$ cat config.mk
export PLATFORM = sky130hd
export DESIGN_NAME = polyshift_pipe_flat
export DESIGN_NICKNAME = d
export VERILOG_FILES = /design/src/rtl/polyshift_pipe_pkg.sv /design/src/rtl/polyshift_pipe_if.sv /design/src/rtl/polyshift_pipe_stage.sv /design/src/rtl/polyshift_pipe.sv /design/src/flat_wrapper.sv
export SDC_FILE = /design/constraint.sdc
export NUM_CORES = 1
export LEC_CHECK = 0
export CAP_MARGIN = 15
export CORE_MARGIN = 2
export CORE_UTILIZATION = 50
export DETAILED_ROUTE_END_ITERATION = 8
export HOLD_SLACK_MARGIN = 0.05
export PLACE_DENSITY = 0.75
export SYNTH_ARGS = -nofsm -noshare
export SYNTH_HDL_FRONTEND = slang
export SYNTH_SLANG_ARGS = --single-unit
export TNS_END_PERCENT = 100
$ cat constraint.sdc
create_clock -name clk_i -period 1.4 [get_ports clk_i]
set_clock_uncertainty 0.05 [all_clocks]
set_input_delay 0.28 -clock clk_i [delete_from_list [all_inputs] [get_ports clk_i]]
set_output_delay 0.28 -clock clk_i [all_outputs]
set_load 0.03 [all_outputs]
$ cat src/rtl/polyshift_pipe_pkg.sv
// Shared shift-mode encodings for the poly-shifter family and a latency helper
// used to size the register pipeline.
package polyshift_pipe_pkg;

    typedef enum logic [1:0] {
        LOGIC = 2'd0,
        ARITH = 2'd1,
        RCL   = 2'd2,
        ROL   = 2'd3
    } shift_type_t;

    typedef enum logic {
        LEFT  = 1'b0,
        RIGHT = 1'b1
    } shift_dir_t;

    // Number of register boundaries when grouping log2(W) shift stages
    function automatic int unsigned pipe_latency(input int unsigned word_width,
                                                 input int unsigned stages_per_reg);
        return ($clog2(word_width) + stages_per_reg - 1) / stages_per_reg;
    endfunction

endpackage

$ cat src/rtl/polyshift_pipe_if.sv
// Operand/result handshake bundle of the pipelined poly-shifter; the shifter is
// the slave, the execute path around it is the master.
interface polyshift_pipe_if
    import polyshift_pipe_pkg::*;
#(
    parameter int unsigned WORD_WIDTH = 8
);
    localparam int unsigned SIZE_W = $clog2(WORD_WIDTH);

    logic                  valid_i;
    logic                  ready_o;
    logic [WORD_WIDTH-1:0] d_i;
    logic [WORD_WIDTH-2:0] c_i;
    logic [SIZE_W-1:0]     shift_size_i;
    shift_type_t           shift_type_i;
    shift_dir_t            shift_dir_i;
    logic                  valid_o;
    logic                  ready_i;
    logic [WORD_WIDTH-1:0] d_o;
    logic                  carry_o;

    modport master (
        output valid_i, d_i, c_i, shift_size_i, shift_type_i, shift_dir_i, ready_i,
        input  ready_o, valid_o, d_o, carry_o
    );

    modport slave (
        input  valid_i, d_i, c_i, shift_size_i, shift_type_i, shift_dir_i, ready_i,
        output ready_o, valid_o, d_o, carry_o
    );

endinterface

$ cat src/rtl/polyshift_pipe_stage.sv
// One combinational 2^STEP shift stage: moves the data word (and, for RCL, the
// fill word) and updates the running carry when its size bit is set.
module polyshift_pipe_stage
    import polyshift_pipe_pkg::*;
#(
    parameter int unsigned WORD_WIDTH = 8,
    parameter int unsigned STEP       = 0
) (
    input  logic [WORD_WIDTH-1:0] d_i,
    input  logic [WORD_WIDTH-2:0] c_i,
    input  logic                  carry_i,
    input  shift_type_t           type_i,
    input  shift_dir_t            dir_i,
    input  logic                  en_i,
    output logic [WORD_WIDTH-1:0] d_o,
    output logic [WORD_WIDTH-2:0] c_o,
    output logic                  carry_o
);
    localparam int unsigned AMT    = 1 << STEP;
    localparam int unsigned FILL_W = WORD_WIDTH - 1;
    localparam int unsigned DW     = 2 * WORD_WIDTH - 1;

    // RCL treats data and fill as one double-precision word; order depends on direction
    logic [DW-1:0] dc_l;
    logic [DW-1:0] cd_r;

    assign dc_l = {d_i, c_i} << AMT;
    assign cd_r = {c_i, d_i} >> AMT;

    always_comb begin
        d_o     = d_i;
        c_o     = c_i;
        carry_o = carry_i;
        if (en_i) begin
            if (dir_i == LEFT) begin
                carry_o = d_i[WORD_WIDTH-AMT];
                case (type_i)
                    LOGIC, ARITH: d_o = d_i << AMT;
                    RCL: begin
                        d_o = dc_l[DW-1 -: WORD_WIDTH];
                        c_o = dc_l[FILL_W-1:0];
                    end
                    ROL:     d_o = (d_i << AMT) | (d_i >> (WORD_WIDTH - AMT));
                    default: d_o = d_i;
                endcase
            end else begin
                carry_o = d_i[AMT-1];
                case (type_i)
                    LOGIC: d_o = d_i >> AMT;
                    ARITH: d_o = WORD_WIDTH'($signed(d_i) >>> AMT);
                    RCL: begin
                        d_o = cd_r[WORD_WIDTH-1:0];
                        c_o = cd_r[DW-1:WORD_WIDTH];
                    end
                    ROL:     d_o = (d_i >> AMT) | (d_i << (WORD_WIDTH - AMT));
                    default: d_o = d_i;
                endcase
            end
        end
    end

endmodule

$ cat src/rtl/polyshift_pipe.sv
// Pipelined bidirectional multi-mode shifter: log2(W) shift stages with a
// register every STAGES_PER_REG stages and a globally stalled valid/ready pipe.
module polyshift_pipe
    import polyshift_pipe_pkg::*;
#(
    parameter int unsigned WORD_WIDTH     = 8,
    parameter int unsigned STAGES_PER_REG = 1
) (
    input  logic            clk_i,
    input  logic            rst_i,
    polyshift_pipe_if.slave bus
);
    localparam int unsigned NUM_STAGES = $clog2(WORD_WIDTH);
    localparam int unsigned SIZE_W     = NUM_STAGES;
    localparam int unsigned FILL_W     = WORD_WIDTH - 1;
    localparam int unsigned LATENCY    = pipe_latency(WORD_WIDTH, STAGES_PER_REG);

    // Stage inputs (_s) and stage outputs (_d, next-state of the group registers)
    logic [WORD_WIDTH-1:0] d_s     [NUM_STAGES];
    logic [FILL_W-1:0]     c_s     [NUM_STAGES];
    logic                  carry_s [NUM_STAGES];
    shift_type_t           type_s  [NUM_STAGES];
    shift_dir_t            dir_s   [NUM_STAGES];
    logic [SIZE_W-1:0]     size_s  [NUM_STAGES];
    logic                  vld_s   [NUM_STAGES];

    logic [WORD_WIDTH-1:0] d_d     [NUM_STAGES];
    logic [FILL_W-1:0]     c_d     [NUM_STAGES];
    logic                  carry_d [NUM_STAGES];

    logic                  adv_c;
    logic                  valid_q;
    logic [WORD_WIDTH-1:0] dout_q;
    logic                  carry_q;

    // Whole pipe moves together; no bubble collapsing
    assign adv_c       = !valid_q || bus.ready_i;
    assign bus.ready_o = adv_c;
    assign bus.valid_o = valid_q;
    assign bus.d_o     = dout_q;
    assign bus.carry_o = carry_q;

    assign d_s[0]     = bus.d_i;
    assign c_s[0]     = bus.c_i;
    assign carry_s[0] = 1'b0;
    assign type_s[0]  = bus.shift_type_i;
    assign dir_s[0]   = bus.shift_dir_i;
    assign size_s[0]  = bus.shift_size_i;
    assign vld_s[0]   = bus.valid_i;

    for (genvar n = 0; n < NUM_STAGES; n++) begin : g_stage
        polyshift_pipe_stage #(
            .WORD_WIDTH (WORD_WIDTH),
            .STEP       (n)
        ) u_stage (
            .d_i     (d_s[n]),
            .c_i     (c_s[n]),
            .carry_i (carry_s[n]),
            .type_i  (type_s[n]),
            .dir_i   (dir_s[n]),
            .en_i    (|(size_s[n] & SIZE_W'(1 << n))),
            .d_o     (d_d[n]),
            .c_o     (c_d[n]),
            .carry_o (carry_d[n])
        );

        // Stages inside a register group chain combinationally
        if ((n + 1 < NUM_STAGES) && (((n + 1) % STAGES_PER_REG) != 0)) begin : g_link
            assign d_s[n+1]     = d_d[n];
            assign c_s[n+1]     = c_d[n];
            assign carry_s[n+1] = carry_d[n];
            assign type_s[n+1]  = type_s[n];
            assign dir_s[n+1]   = dir_s[n];
            assign size_s[n+1]  = size_s[n];
            assign vld_s[n+1]   = vld_s[n];
        end
    end

    for (genvar r = 0; r < LATENCY; r++) begin : g_reg
        localparam int unsigned LAST =
            ((((r + 1) * STAGES_PER_REG) < NUM_STAGES) ? ((r + 1) * STAGES_PER_REG)
                                                       : NUM_STAGES) - 1;

        if (r == LATENCY - 1) begin : g_out
            always_ff @(posedge clk_i) begin
                if (rst_i) begin
                    valid_q <= 1'b0;
                    dout_q  <= '0;
                    carry_q <= 1'b0;
                end else if (adv_c) begin
                    valid_q <= vld_s[LAST];
                    dout_q  <= d_d[LAST];
                    carry_q <= carry_d[LAST];
                end
            end
        end else begin : g_mid
            logic [WORD_WIDTH-1:0] d_q;
            logic [FILL_W-1:0]     c_q;
            logic                  carry_q_m;
            shift_type_t           type_q;
            shift_dir_t            dir_q;
            logic [SIZE_W-1:0]     size_q;
            logic                  vld_q;

            always_ff @(posedge clk_i) begin
                if (rst_i) begin
                    d_q       <= '0;
                    c_q       <= '0;
                    carry_q_m <= 1'b0;
                    type_q    <= LOGIC;
                    dir_q     <= LEFT;
                    size_q    <= '0;
                    vld_q     <= 1'b0;
                end else if (adv_c) begin
                    d_q       <= d_d[LAST];
                    c_q       <= c_d[LAST];
                    carry_q_m <= carry_d[LAST];
                    type_q    <= type_s[LAST];
                    dir_q     <= dir_s[LAST];
                    size_q    <= size_s[LAST];
                    vld_q     <= vld_s[LAST];
                end
            end

            assign d_s[LAST+1]     = d_q;
            assign c_s[LAST+1]     = c_q;
            assign carry_s[LAST+1] = carry_q_m;
            assign type_s[LAST+1]  = type_q;
            assign dir_s[LAST+1]   = dir_q;
            assign size_s[LAST+1]  = size_q;
            assign vld_s[LAST+1]   = vld_q;
        end
    end

endmodule

$ cat src/flat_wrapper.sv
// flat-port wrapper written by rule: the top's interface ports become plain ports
module polyshift_pipe_flat import polyshift_pipe_pkg::*;
#(
    parameter int unsigned WORD_WIDTH     = 8,
    parameter int unsigned STAGES_PER_REG = 1
)
  (clk_i, rst_i, bus_valid_i, bus_d_i, bus_c_i, bus_shift_size_i, bus_shift_type_i, bus_shift_dir_i, bus_ready_i, bus_ready_o, bus_valid_o, bus_d_o, bus_carry_o);
  polyshift_pipe_if #(.WORD_WIDTH(WORD_WIDTH)) bus_i ();
  input  logic clk_i;
  input  logic rst_i;
  input wire logic [$bits(bus_i.valid_i)-1:0] bus_valid_i;
  input wire logic [$bits(bus_i.d_i)-1:0] bus_d_i;
  input wire logic [$bits(bus_i.c_i)-1:0] bus_c_i;
  input wire logic [$bits(bus_i.shift_size_i)-1:0] bus_shift_size_i;
  input wire logic [$bits(bus_i.shift_type_i)-1:0] bus_shift_type_i;
  input wire logic [$bits(bus_i.shift_dir_i)-1:0] bus_shift_dir_i;
  input wire logic [$bits(bus_i.ready_i)-1:0] bus_ready_i;
  output wire logic [$bits(bus_i.ready_o)-1:0] bus_ready_o;
  output wire logic [$bits(bus_i.valid_o)-1:0] bus_valid_o;
  output wire logic [$bits(bus_i.d_o)-1:0] bus_d_o;
  output wire logic [$bits(bus_i.carry_o)-1:0] bus_carry_o;
  assign bus_i.valid_i = bus_valid_i;
  assign bus_i.d_i = bus_d_i;
  assign bus_i.c_i = bus_c_i;
  assign bus_i.shift_size_i = bus_shift_size_i;
  assign bus_i.shift_type_i = bus_shift_type_i;
  assign bus_i.shift_dir_i = bus_shift_dir_i;
  assign bus_i.ready_i = bus_ready_i;
  assign bus_ready_o = bus_i.ready_o;
  assign bus_valid_o = bus_i.valid_o;
  assign bus_d_o = bus_i.d_o;
  assign bus_carry_o = bus_i.carry_o;
  polyshift_pipe #(.WORD_WIDTH(WORD_WIDTH), .STAGES_PER_REG(STAGES_PER_REG)) u_core (.clk_i(clk_i), .rst_i(rst_i), .bus(bus_i));
endmodule
Yosys cells after proc, flatten, opt, wreduce, memory -nomap -nowiden
Cells that the tools add are included.
- register bits after elaboration: 56
- input port bits: 25
- output and inout bits: 11
- logic and storage cells: 65
- eq/ne operators: 9
- mux-type cells: 26
- bitwise operators: 5
- reductions and logical operators: 8
- operators by type and width (operator ; number):
    $pmux W8 S4 ; 3
    $pmux W8 S3 ; 3
    $mux W7 ; 8
    $mux W8 ; 6
    $eq A2 B2 Y1 const B ; 6
    $or A4 B8 Y8 ; 1
    $or A6 B8 Y8 ; 1
    $or A7 B8 Y8 ; 1
    $or A8 B1 Y8 ; 1
    $or A8 B2 Y8 ; 1
    $eq A2 B1 Y1 const B ; 3
    $logic_not A2 Y1 ; 3
    $mux W1 ; 6
    $reduce_or A2 Y1 ; 3
    $logic_not A1 Y1 ; 1
    $logic_or A1 B1 Y1 ; 1

Longest topological paths before layout
- depth in word-level cells: 5
- gate-level depth with buffers: 7
- depth with buffers taken out: 5

Modules after synthesis
A second synthesis with hierarchy kept.
- cell total of the unflattened synthesis: 412
- area total of the unflattened synthesis: 3530.9 sq um
- by module, submodules not included (module ; instances ; cells each ; area an instance (sq um)):
    polyshift_pipe ; 1 ; 236 ; 2388.5
    polyshift_pipe_stage at u_core.g_stage[1].u_stage ; 1 ; 64 ; 407.9
    polyshift_pipe_stage at u_core.g_stage[0].u_stage ; 1 ; 60 ; 400.4
    polyshift_pipe_stage at u_core.g_stage[2].u_stage ; 1 ; 52 ; 334.1

Worst setup path after synthesis
Ideal clock, no wire load.
- kind: reg-to-reg
- start: register u_core.valid_q, in the netlist u_core.bus.valid_o
- end: register u_core.g_reg[1].g_mid.d_q[0]
- arrival: 1303 ps
- slack: -84 ps
- stages on the path, launching flop included: 8
- clock period less this slack: 1484 ps
- cell sequence: dfxtp_1 -> nor2b_1 -> buf_2 -> inv_2 -> buf_6 -> buf_2 -> nor2_1 -> nor3_2
- cells in the longest elaborated chain, start to end: 2
- RTL lines (item ; RTL line ; source):
    start, declared ; polyshift_pipe.sv:32 ; logic valid_q;
    start signal, assigned ; polyshift_pipe.sv:91 ; valid_q <= vld_s[LAST];
    $logic_not A1 Y1 ; polyshift_pipe.sv:37 ; assign adv_c = !valid_q || bus.ready_i;
    $logic_or A1 B1 Y1 ; polyshift_pipe.sv:37 ;
    net bus_ready_o ; flat_wrapper.sv:18 ; output wire logic [$bits(bus_i.ready_o)-1:0] bus_ready_o;
    end signal, assigned ; polyshift_pipe.sv:115 ; d_q <= d_d[LAST];
    end, declared ; polyshift_pipe.sv:97 ; logic [WORD_WIDTH-1:0] d_q;
The timed path passes the listed nets, and every way through them passes these cells.
A chain may end at the register's enable or synchronous reset.

Worst setup path in the final report
- start: register u_core.valid_q, in the netlist u_core.bus.valid_o
- end: output port bus_ready_o
- cells in the longest elaborated chain, start to end: 2
- RTL lines (item ; RTL line):
    $logic_not A1 Y1 ; polyshift_pipe.sv:37
    $logic_or A1 B1 Y1 ; polyshift_pipe.sv:37
    end, declared ; flat_wrapper.sv:18
Every way passes these cells.

==> flow_metrics.env <==
export IMPL_grt_first_pass_wirelength_um=10450
export IMPL_synth_mux_area_fraction=0.09485
export IMPL_slew_viol_final=0
export IMPL_cell_rows=27
export IMPL_first_iter_violations=108
export IMPL_floorplan_die_area_um2=6152
export IMPL_critical_path_arrival_ns=1.13
export IMPL_final_layout_size_suffix_gt1_frac=0.1864
export IMPL_power_density_cell_area_nw_per_um2=932.8
export IMPL_first_pass_iters=4
export IMPL_synth_warnings=0
export IMPL_grt_max_degree=23
export IMPL_synthAdderAreaFrac=0
export IMPL_grt_remaining_overflow=0
export IMPL_clock_buffer_depth=2
export IMPL_violated_checks="setup timing"
export IMPL_nets=421
export IMPL_max_cap_violations=0
export IMPL_numCtsBuffers=5
export IMPL_timing_critical_path_required_ns=1.07
export IMPL_yosys_area_share_simple=0.2398
export IMPL_synth_compound_area_share=0.2141
export IMPL_post_cts_hold_buffer_count=0
export IMPL_clkLatencyLatePin_ns=0.30
export IMPL_synthXorXnorAreaFrac=0
export IMPL_worstPathMaxFanout=7
export IMPL_vias=2656
export IMPL_cts_tree="yes"
export IMPL_regToRegSetupSlack_ns=0.05
export IMPL_cts_htree_levels=2
export IMPL_core_area_um2=5439
export IMPL_globalplace_congestion=0.8916
export IMPL_post_route_worst_setup_slack_ns=-0.05967
export IMPL_synthToLayoutAreaGrowth_pct=32.97
export IMPL_grt_usage=0.2121
export IMPL_drt_antenna_violating_nets=0
export IMPL_die_height_um=78.44
export IMPL_main_combinational_cell_family_by_area_after_synthesis="simple AND/OR/NAND/NOR gates"
export IMPL_post_drt_via_cell_ratio=5.663
export IMPL_r2r_end="u_core.g_reg[1].g_mid.d_q[1]$_SDFFE_PP0P_"
export IMPL_timing_hold_worst_class="flop to flop"
export IMPL_achievable_frequency_ghz=0.6851
export IMPL_top_level_ports=36
export IMPL_syn_inst=343
export IMPL_power_static_leakage_nw=1.470
export IMPL_cts_num_sinks=53
export IMPL_clk_transition_reported_paths_ns=0.09
export IMPL_least_margin_pin_slew_ns=0.3068
export IMPL_seq_area_frac_synth=0.3830
export IMPL_synth_cell_types=37
export IMPL_hold_worst_slack_ns=0.4051
export IMPL_final_setup_viol_count=1
export IMPL_wirelength_um=6790
export IMPL_worstSetupStartpoint="u_core.bus.valid_o$_SDFFE_PP0P_"
export IMPL_syn_avg_cell_area_um2=8.076
export IMPL_routed_wl_met2_um=3442
export IMPL_worst_r2r_cell_count=7
export IMPL_rsz0062_at_grt="yes"
export IMPL_tns_ns=-0.05967
export IMPL_status="complete, but fails checks"
export IMPL_drc=0
export IMPL_initial_antenna_violation_count=0
export IMPL_met3_wirelength_um=255
export IMPL_synth_seq_cells=53
export IMPL_holdPathEnd="u_core.bus.d_o[5]$_SDFFE_PP0P_"
export IMPL_peakVddDrop_v=0.0004780
export IMPL_layout_core_utilization=0.6772
export IMPL_buffer_ports_inserted=35
export IMPL_critical_path_endpoint_type="primary output"
export IMPL_syn_cell_area_um2=2770
export IMPL_floorplan_initialDensity=0.5093
export IMPL_die_width_um=78.44
export IMPL_wl_met1_um=3017
export IMPL_synth_net_count=368
export IMPL_slew_headroom=0.7942
export IMPL_dr_max_layer_used="met4"
export IMPL_fin_crit_sh=1.043
export IMPL_root_buffer="clkbuf_8"
export IMPL_dp_hpwl_um=4749
export IMPL_final_period_minus_worst_setup_slack_ns=1.460
export IMPL_routed_wire_length_per_instance_um=14.48
export IMPL_hold_viol=0
export IMPL_grt_pass1_vias=2366
export IMPL_worstSetupPathType="flop to primary output"
export IMPL_hold_path_cell_count=2
export IMPL_worst_setup_path_start_kind="flop"
export IMPL_timing_hold_worst_start="u_core.bus.d_o[5]$_SDFFE_PP0P_"
export IMPL_critical_path_reg2reg_startpoint="u_core.bus.valid_o$_SDFFE_PP0P_"
export IMPL_num_antenna_cells=0
export IMPL_place_ws_ns=-0.2850
## synthesized netlist by cell type
cell,instances,area share
nor3b_1,3,0.0081
inv_1,2,0.0027
nor3b_2,1,0.0045
o311a_1,3,0.011
buf_4,3,0.0081
nor4_1,4,0.0090
a41o_1,2,0.0072
o22ai_1,2,0.0045
o211ai_1,3,0.0081
o21ai_0,10,0.018
a21o_1,1,0.0027
nor2b_1,2,0.0045
nand3b_1,9,0.024
nand3b_4,1,0.0072
nor2_1,48,0.065
a21oi_1,37,0.067
a221oi_1,7,0.022
clkbuf_1,9,0.012
mux2_2,2,0.0081
nor3_2,2,0.0072
inv_2,1,0.0014
nand2_4,1,0.0041
dfxtp_1,53,0.38
and2b_1,2,0.0054
nand3_1,2,0.0036
a211oi_1,18,0.049
buf_6,5,0.020
a21bo_2,1,0.0036
nand4b_1,3,0.0095
buf_2,13,0.023
a31oi_1,3,0.0068
nor3_1,11,0.020
mux2i_1,24,0.087
o21ai_1,8,0.014
nand2_1,44,0.060
nand2b_1,2,0.0045
and3b_1,1,0.0032
## worst max-delay path, cell delays in order (launching register included)
cell	delay, ns
dfxtp_2	0.33
nor2b_4	0.18
inv_4	0.05
buf_12	0.13
buf_8	0.13
## sequential cells by signal, indices dropped and copies added (netlist names), 2 cells and up
register and cells:
u_core.g.g_mid.size_q 3, u_core.g.g_mid.dir_q 2, u_core.g.g_mid.d_q 16, u_core.bus.d_o 8, u_core.g.g_mid.carry_q_m 2, u_core.g.g_mid.c_q 14, u_core.g.g_mid.vld_q 2, u_core.g.g_mid.type_q 4
## per-layer routing
layer | vias up | track usage
li1 | 1328 | -
met3 | 5 | 0.03333
met4 | 0 | 0.07193
met2 | 71 | 0.3690
met1 | 1252 | 0.2675
met5 | - | 0
## per-stage QoR
stage	total power [mW]	std cells	cell area [um2]
floorplan	2.101	343	2771
global placement	2.343	451	3359
detailed placement	2.360	451	3359
CTS	3.394	460	3475
global route	3.573	469	3684
finish	3.436	469	3684
## final cells by class
cell class	instances	area, um2
tap	72	90.09
clock buffer	7	86.33
clock inverter	1	30.03
fill	459	1755
timing repair buffer	76	788.3
inverter	3	13.76
sequential	53	1062
multi-input combinational	257	1613
## kinds of logic after synthesis
kind of cell / Yosys count
AND/OR/NAND/NOR: 136
AO/OA/AOI/OAI: 95
buffers and inverters: 33
multiplexers: 26
flip-flops: 53
## how the worst max path moves through the flow
stage                                                           end  cells after the start
after floorplan           u_core.g_reg[1].g_mid.d_q[0]$_SDFFE_PP0P_                      7
after global placement    u_core.g_reg[1].g_mid.c_q[5]$_SDFFE_PP0P_                      6
after detailed placement  u_core.g_reg[0].g_mid.c_q[4]$_SDFFE_PP0P_                      6
after CTS                                               bus_ready_o                      4
after global routing                                    bus_ready_o                      4
final                                                   bus_ready_o                      4
## where the power goes
group | switching (mW) | internal, mW
sequential | 0.100 | 1.61
clock | 0.475 | 0.583
combinational | 0.327 | 0.342
## placed cells by master, fill, tap and decap left out, types with 2 or more instances in the layout
master and instances:
nor3_2 2, mux2_2 2, a31oi_1 3, a221oi_1 7, clkbuf_8 6, buf_4 31
nor3b_2 2, a211oi_2 6, clkdlybuf4s15_1 5, o311a_1 3, buf_12 7, o211ai_1 3
dfxtp_1 52, nand2_1 44, nand3b_1 9, inv_1 2, clkdlybuf4s50_1 22, dlygate4sd2_1 6
and2b_1 2, o21ai_0 10, buf_8 2, a21oi_1 35, nor2_1 48, a211oi_1 11
mux2i_1 22, nor3_1 11, o21ai_1 8, a21oi_2 2, a41o_1 2, clkbuf_16 2
o22ai_1 2, nand3_1 2, nor4_1 4, nand4b_1 3
## timing repair
action                     in CTS  in global routing
pin swaps                       0                  1
setup endpoints to repair      11                 18
gates resized for setup        12                 27
cloned                          0                  2
setup buffers                   1                  7
(Power assumes the default switching activity.)
